<file path="src/rtl/ibuf_feed_pkg.sv">
// Shared types and defaults for the systolic-array input feeder (ibuf_feed).
// The optional drain phase is enabled by defining IBUF_DRAIN_EN.
package ibuf_feed_pkg;

  typedef enum logic [1:0] {
    ST_IDLE,
    ST_STREAM,
    ST_DRAIN,
    ST_DONE
  } state_t;

  localparam int unsigned IBUF_AW    = 8;
  localparam int unsigned IBUF_DW    = 16;
  localparam int unsigned IBUF_DRAIN = 8;

endpackage

</file>
<file path="src/rtl/ibuf_feed_1r1w.sv">
// ibuf_1r1w: 2^AW x DW simple dual-port RAM, synchronous read, 1-cycle latency.
// A same-cycle read and write to one address returns the old data.
module ibuf_1r1w
  import ibuf_feed_pkg::*;
#(
  parameter int unsigned AW = IBUF_AW,
  parameter int unsigned DW = IBUF_DW
) (
  input  logic          clk,
  input  logic          wen,
  input  logic [AW-1:0] wadr,
  input  logic [DW-1:0] wdata,
  input  logic          ren,
  input  logic [AW-1:0] radr,
  output logic [DW-1:0] rdata
);

  logic [DW-1:0] mem [0:(1 << AW)-1];

  always_ff @(posedge clk) begin
    if (wen) mem[wadr] <= wdata;
    if (ren) rdata <= mem[radr];
  end

endmodule

</file>
<file path="src/rtl/ibuf_feed.sv">
// ibuf_feed: streams run_cntr words from a CPU-loaded operand buffer into the
// systolic array over valid/ready. Define IBUF_DRAIN_EN to append DRAIN zero words.
module ibuf_feed
  import ibuf_feed_pkg::*;
#(
  parameter int unsigned AW    = IBUF_AW,
  parameter int unsigned DW    = IBUF_DW,
  parameter int unsigned DRAIN = IBUF_DRAIN
) (
  input  logic          clk,
  input  logic          rst_n,
  input  logic [AW-1:0] sbus_wadr,
  input  logic [DW-1:0] sbus_wdata,
  input  logic          sbus_wen,
  input  logic [AW:0]   run_cntr,
  input  logic          start,
  input  logic          s_ready,
  output logic [DW-1:0] s_in,
  output logic          s_valid,
  output logic          s_last,
  output logic          s_running,
  output logic          finish
);

  state_t        state;
  logic [AW:0]   rem_issue;
  logic [AW-1:0] rd_adr;
  logic          inflight;
  logic [1:0]    occ;
  logic [DW-1:0] d0, d1;
  logic [DW-1:0] rdata;
  logic [DW-1:0] head;
  logic [2:0]    pend;
  logic          issue, pop, stream_valid, final_data;

`ifdef IBUF_DRAIN_EN
  localparam int unsigned DCW = $clog2(DRAIN + 1);
  localparam logic [DCW-1:0] DRAIN_LAST = DCW'(DRAIN - 1);
  logic [DCW-1:0] drain_cnt;
`endif

  ibuf_1r1w #(.AW(AW), .DW(DW)) u_ram (
    .clk   (clk),
    .wen   (sbus_wen),
    .wadr  (sbus_wadr),
    .wdata (sbus_wdata),
    .ren   (issue),
    .radr  (rd_adr),
    .rdata (rdata)
  );

  // The RAM output register acts as a bypass stage in front of the skid FIFO,
  // so a word is presentable in the cycle its read data returns.
  always_comb begin
    head = '0;
    if (occ != 2'd0)  head = d0;
    else if (inflight) head = rdata;
  end

  assign pend         = {1'b0, occ} + {2'b0, inflight};
  assign stream_valid = (state == ST_STREAM) && (pend != 3'd0);
  assign final_data   = (state == ST_STREAM) && (rem_issue == '0) && (pend == 3'd1);
  assign pop          = s_valid & s_ready;
  assign issue        = (state == ST_STREAM) && !start && (rem_issue != '0) &&
                        (pend < 3'd2 + {2'b0, pop});

`ifdef IBUF_DRAIN_EN
  assign s_valid = stream_valid | (state == ST_DRAIN);
  assign s_in    = (state == ST_DRAIN) ? '0 : head;
  assign s_last  = (state == ST_DRAIN) && (drain_cnt == DRAIN_LAST);
`else
  assign s_valid = stream_valid;
  assign s_in    = head;
  assign s_last  = final_data;
`endif

  assign s_running = (state == ST_STREAM) || (state == ST_DRAIN);
  assign finish    = (state == ST_DONE);

  always_ff @(posedge clk or negedge rst_n) begin
    if (!rst_n) begin
      state     <= ST_IDLE;
      rem_issue <= '0;
      rd_adr    <= '0;
      inflight  <= 1'b0;
      occ       <= 2'd0;
      d0        <= '0;
      d1        <= '0;
`ifdef IBUF_DRAIN_EN
      drain_cnt <= '0;
`endif
    end else if (start) begin
      rem_issue <= run_cntr;
      rd_adr    <= '0;
      inflight  <= 1'b0;
      occ       <= 2'd0;
`ifdef IBUF_DRAIN_EN
      drain_cnt <= '0;
      state     <= (run_cntr != '0) ? ST_STREAM : ST_DRAIN;
`else
      state     <= (run_cntr != '0) ? ST_STREAM : ST_DONE;
`endif
    end else begin
      inflight <= issue;
      if (issue) begin
        rd_adr    <= rd_adr + 1'b1;
        rem_issue <= rem_issue - 1'b1;
      end
      if (state == ST_STREAM) begin
        case ({inflight, pop})
          2'b10: begin
            if (occ == 2'd0) d0 <= rdata;
            else             d1 <= rdata;
            occ <= occ + 2'd1;
          end
          2'b01: begin
            d0  <= d1;
            occ <= occ - 2'd1;
          end
          // With occ == 0 the arriving word is the one popped via the bypass.
          2'b11: begin
            if (occ == 2'd2) begin
              d0 <= d1;
              d1 <= rdata;
            end else if (occ == 2'd1) begin
              d0 <= rdata;
            end
          end
          default: ;
        endcase
      end
      case (state)
        ST_STREAM: begin
          if (pop && final_data) begin
`ifdef IBUF_DRAIN_EN
            state <= ST_DRAIN;
`else
            state <= ST_DONE;
`endif
          end
        end
`ifdef IBUF_DRAIN_EN
        ST_DRAIN: begin
          if (pop) begin
            if (drain_cnt == DRAIN_LAST) begin
              drain_cnt <= '0;
              state     <= ST_DONE;
            end else begin
              drain_cnt <= drain_cnt + 1'b1;
            end
          end
        end
`endif
        ST_DONE: state <= ST_IDLE;
        default: ;
      endcase
    end
  end

endmodule

</file>
<file path="config.mk">
export PLATFORM = sky130hd
export DESIGN_NAME = ibuf_feed
export DESIGN_NICKNAME = d
export VERILOG_FILES = /design/src/rtl/ibuf_feed_pkg.sv /design/src/rtl/ibuf_feed_1r1w.sv /design/src/rtl/ibuf_feed.sv
export SDC_FILE = /design/constraint.sdc
export NUM_CORES = 2
export LEC_CHECK = 0
export CAP_MARGIN = 40
export CORE_ASPECT_RATIO = 1.25
export CORE_MARGIN = 10
export CORE_UTILIZATION = 54
export DETAILED_ROUTE_END_ITERATION = 8
export PLACE_DENSITY = 0.7
export SYNTH_ARGS = -nofsm -noshare
export SYNTH_HDL_FRONTEND = slang
export SYNTH_SLANG_ARGS = --single-unit
</file>
<file path="constraint.sdc">
create_clock -name clk -period 5.3 [get_ports clk]
set_input_delay 0.53 -clock clk [delete_from_list [all_inputs] [get_ports clk]]
set_output_delay 0.53 -clock clk [all_outputs]
set_load 0.02 [all_outputs]
</file>
Word level (Yosys, flattened, before mapping):

Memories as Yosys holds them, arrays and structs flattened. A register that Yosys moved wholly into a read port is not among the register bits.
Index checks and enable logic that the tools add are counted.
Widths: inputs -> output; s select.

* logic and storage cells: 79
* RAM bits: 4096
* memories: 1
* flip-flop bits (word level): 54
* input port bits: 38

* bitwise logic cells: 2
* add/sub/neg operators: 6
* equality and inequality tests: 14
* order comparisons: 1
* muxes and demuxes: 23
* reduce and logical (&&, ||, !) cells: 25

Memories
* u_ram.mem: depth 256, width 16, rd ports 1, clocked after Yosys merged registers in 1, write ports 1, line ibuf_feed_1r1w.sv:18 `logic [DW-1:0] mem [0:(1 << AW)-1];`

Operators with widths (count)
* $mux 16: 7
* $pmux 16 s3: 1
* $pmux 16 s2: 1
* $mux 9: 2
* $reduce_bool 9->1: 2
* $mux 8: 2
* $reduce_bool 3->1: 4
* $eq 2x2->1 const B: 5
* $mux 2: 5
* $reduce_and 5->1: 2
* $logic_not 9->1: 1
* $sub 9x1->9 const B: 1
* $add 8x1->8 const B: 1
* $pmux 2 s2: 2
* $reduce_bool 2->1: 4
* $logic_and 1x1->1: 7
* $eq 2x1->1 const B: 3
* $ne 2x2->1 const B: 3
* $reduce_and 2->1: 2
* $add 2x1->3: 1
* $add 2x1->3 const A: 1
* $eq 3x1->1 const B: 1
* $lt 3x3->1: 1
* $mux 1: 3
* 9 further kinds: 9

Logic depth before layout (Yosys ltp):

* depth in word-level cells: 9
* depth in mapped cells: 13
* mapped depth without buffers: 8

By module:

Synthesis repeated with hierarchy kept, for this count alone.

* cells, all modules: 7665
* area total of the unflattened synthesis: 162071.7 um2

By module, submodules not included
* ibuf_1r1w: area each 158874.9 um2, cells each 7360, sequential area each 123478.4 um2, instances 1
* ibuf_feed: area each 3196.8 um2, cells each 305, sequential area each 1351.3 um2, instances 1

Least setup slack after synthesis:

OpenSTA, ideal clock, no wires.

* path kind: reg-to-reg
* from: register inflight
* to: register d1[10]
* period minus slack after synthesis: 2790 ps
* path buffers: 2
* arrival time: 2666 ps
* path slack: 2510 ps
* cell stages (with the launch flop): 8
* cell sequence: dfrtp_1 > ha_1 > ha_1 > o311ai_2 > o2111a_1 > clkbuf_1 > buf_1 > mux2_2

* cells in the longest elaborated chain, start to end: 7

Ends and longest elaborated chain
* start: declaration: line ibuf_feed.sv:28 `logic inflight;`
* start signal: assignment: line ibuf_feed.sv:104 `inflight <= issue;`
* $add 2x1->3: line ibuf_feed.sv:60 `assign pend = {1'b0, occ} + {2'b0, inflight};`
* $reduce_bool 3->1: line ibuf_feed.sv:61 `assign stream_valid = (state == ST_STREAM) && (pend != 3'd0);`
* $logic_and 1x1->1: line ibuf_feed.sv:61
* $and 1x1->1: line ibuf_feed.sv:63 `assign pop = s_valid & s_ready;`
* $eq 2x2->1: line ibuf_feed.sv:110 `case ({inflight, pop})`
* $ne 2x2->1 (no line) / $reduce_bool 2->1 (equally long branches)
* $reduce_and 5->1 (no line)
* end signal: assignment: line ibuf_feed.sv:113 `else d1 <= rdata;`
* end signal: assignment: line ibuf_feed.sv:124 `d1 <= rdata;`
* end: declaration: line ibuf_feed.sv:30 `logic [DW-1:0] d0, d1;`

Parallel ways exist; a longest one is shown, timed or not.
A chain may end at the register's enable or synchronous reset.

==> impl_metrics.json <==
{
  "holdPathStages": 1,
  "tns_ns": 0,
  "post_cts_buffers": 0,
  "yosysSeqAreaShare_pct": 77.59,
  "synth_edf_count": 4112,
  "placed_area_sq_um": 169200,
  "synth_area_per_cell_sq_um": 21.65,
  "netlist_area_sq_um": 160900,
  "clkLatencyLatePin_ns": 0.96,
  "slew_headroom_pct": -10.04,
  "cp.depth": 8,
  "reg2reg_depth": 8,
  "cp_top_family": "multiplexers",
  "drc_errors": 0,
  "synthToLayoutAreaGrowth_pct": 12.92,
  "cts_root_buf": "clkbuf_16",
  "die_area_sq_um": 320300,
  "numCtsBuffers": 384,
  "drive_gt1_share_pct": 25.47,
  "antenna_found_initial": 36,
  "status": "complete, but fails checks",
  "via_per_inst": 6.772,
  "ant_nets": 0,
  "portBuffers": 57,
  "hpwl_microns": 279100,
  "setup_viol_count_final": 0,
  "gp_congestion": 0.9198,
  "violations": "slew limit",
  "crit_type": "reg -> reg",
  "p_leak_nw": 56.08,
  "synthArstFlopShare_pct": 1.296,
  "grt_pass1_vias": 82350,
  "cap_violations": 0,
  "synth_top_area_share_pct": 76.75,
  "clkTransAtPathRegs_ns": 0.06,
  "slowest_stage": "dfrtp_4",
  "tightest_slew_ns": 1.651,
  "ys_types": 81,
  "coreArea_sq_um": 297400,
  "drtIter0Drc": 12620,
  "fp.dieW_microns": 508.2,
  "final_area_sq_um": 181700,
  "ys_top_cells_by_area": "edfxtp_1 77%, mux4_2 12%, mux2i_1 2.6%, a22oi_1 1.0%, dfrtp_1 0.84%",
  "synth_nets": 7478,
  "path_cells": "buf_12 > mux4_2 > mux2i_1 > a221oi_1 > a21boi_0 > nor4_1 > buf_2 > o31ai_1",
  "num-fill-cells": 19820,
  "hold_viol": 0,
  "power_density_nw_per_um2": 436.6,
  "synthFlopType": "edfxtp_1",
  "rows": 224,
  "crit_path_end_kind": "flop",
  "crit_path_max_incr_delay_ns": 0.99,
  "yosys.area.top_type": "edfxtp_1",
  "maxSlewViolCount": 68,
  "wire_per_inst_microns": 37.17,
  "drt-pass1-iter-count": 6,
  "io_pins": 58,
  "worstPathMaxFanout": 43,
  "multi_input_area_sq_um": 33400,
  "nets": 8065,
  "synth-seq-cells": 4166,
  "max_freq_ghz": 0.2124,
  "skew_ns": 0.06498,
  "drt-total-wl_microns": 457700,
  "syn_inst": 7432,
  "rsz0062_at_grt": "false",
  "setup.reg_to_reg.worst_slack_ns": 0.59,
  "fin_crit_sh_pct": 88.85,
  "fp.dieH_microns": 630.3,
  "grt_max_degree": 178,
  "initial_utilization_pct": 54.11,
  "period_needed_ns": 4.709,
  "cts_sinks": 4166,
  "crit_arrival_ns": 5.37,
  "crit_buf_inv": 2,
  "grt_usage_pct": 28.07,
  "cts_tree": "built",
  "hold_class": "in -> reg",
  "htreeDepth": 5,
  "vdd_drop_max_uv": 409.8,
  "required_ns": 5.96,
  "cts_buffer_depth": 4,
  "yosys_warnings": 0,
  "grt_pass1_wl_microns": 639300,
  "cp-start-kind": "flop",
  "vias": 83390,
  "overflow": 0,
  "seq_area_sq_um": 124900
}
-- cell type report --
type,instances,area share [%]
clock buffer,471,5.562
inverter,34,0.07025
clock inverter,225,1.172
antenna,29,0.03994
multi-input combinational,2779,18.38
tap,3955,2.724
timing repair buffer,654,3.326
sequential,4166,68.72
-- worst paths after layout --
path | from | end
min reg2reg | d1[10]$_DFFE_PN0P_ | d1[10]$_DFFE_PN0P_
max | rd_adr[0]$_DFFE_PN0P_ | u_ram.rdata[0]$_DFFE_PP_
max in group asynchronous | rst_n | rd_adr[4]$_DFFE_PN0P_
min in group asynchronous | rst_n | rem_issue[1]$_DFFE_PN0P_
min | sbus_wdata[1] | u_ram.mem[139][1]$_DFFE_PP_
max reg2reg | rd_adr[0]$_DFFE_PN0P_ | u_ram.rdata[0]$_DFFE_PP_
-- power by group --
part | internal, W | total (W) | switching, W
registers | 0.0365 | 0.0369 | 0.000430
clock network | 0.0153 | 0.0273 | 0.0120
logic | 0.00682 | 0.0151 | 0.00823
-- cells in the mapped netlist, drive strengths merged (11+ instances only) --
cell,n
o21ai,94
buf,285
mux2,26
nor2b,25
mux4,879
a21oi,168
a31oi,16
mux2i,419
a22oi,225
nor3,20
nand3,64
edfxtp,4112
o22ai,37
inv,33
clkbuf,168
nand4,17
o221ai,46
a221oi,75
a211oi,47
a211o,12
a22o,26
dfrtp,54
o32ai,11
nor2,328
nand2,78
o211ai,14
-- layout by cell type, fill, tap and decap left out, drive strengths merged, types with 20 or more instances in the layout --
master         Yosys  routed
diode              0      29
a221oi            75      75
mux4             879     879
nand3             64      64
nand2             78      78
inv               33      50
o21ai             94      94
nor2b             25      25
edfxtp          4112    4112
a211oi            47      47
nor3              20      20
a22o              26      26
mux2              26      26
o22ai             37      37
clkinvlp           0      21
nor2             328     328
dfrtp             54      54
o221ai            46      46
clkdlybuf4s50      0      40
a22oi            225     225
clkinv             1     152
mux2i            419     419
clkbuf           168     487
a21oi            168     168
bufinv             0      36
buf              285     592
-- registers in the layout, summed over array words and instances (netlist names) --
| signal | cells |
|---|---|
| rd_adr | 8 |
| u_ram.mem | 4096 |
| d1 | 16 |
| u_ram.rdata | 16 |
| state | 2 |
| d0 | 16 |
| inflight | 1 |
| occ | 2 |
| rem_issue | 9 |
-- layer usage --
metal	vias up	share of wire, %	GRT usage [%]
met1	43780	33	35.32
li1	32590	-	-
met2	5804	48	44.42
met3	1199	11	6.258
met5	-	0.021	0
met4	14	7.5	17.92
-- stage by stage --
stage          utilization [%]  cells  total power [W]  hold WS, ns  setup slack (ns)
4_1_cts                  61.01  12280          0.07956      0.09081            0.7120
6_report                 61.10  12310          0.07932       0.1155            0.5910
5_1_grt                  61.07  12290          0.08143       0.1112            0.5554
3_5_place_dp             56.89  11580          0.05267       0.4953            0.7565
3_3_place_gp             56.68  11520          0.05235       0.4887            0.3875
2_1_floorplan                -   7432          0.04797       0.2344             2.510
-- timing repair --
item / in CTS / in global routing
hold buffers: 2 / 2
endpoints found under the hold margin: 62 / 2
gates resized for setup: 0 / 0
-- logic make-up (layout without fill, tap and decap cells) --
kind of cell | after synthesis | count (layout) | synth area share, %
other | 0 | 29 | 0
AOI/OAI and AO/OA | 845 | 845 | 3.699
DFF | 4166 | 4166 | 77.59
muxes | 1324 | 1324 | 15.15
xor gates and xnor gates | 15 | 15 | 0.08166
buffers and inverters | 487 | 1384 | 1.802
and+or+nand+nor | 587 | 587 | 1.620
adders and majority gates | 8 | 8 | 0.06222
(Power assumes the default switching activity.)
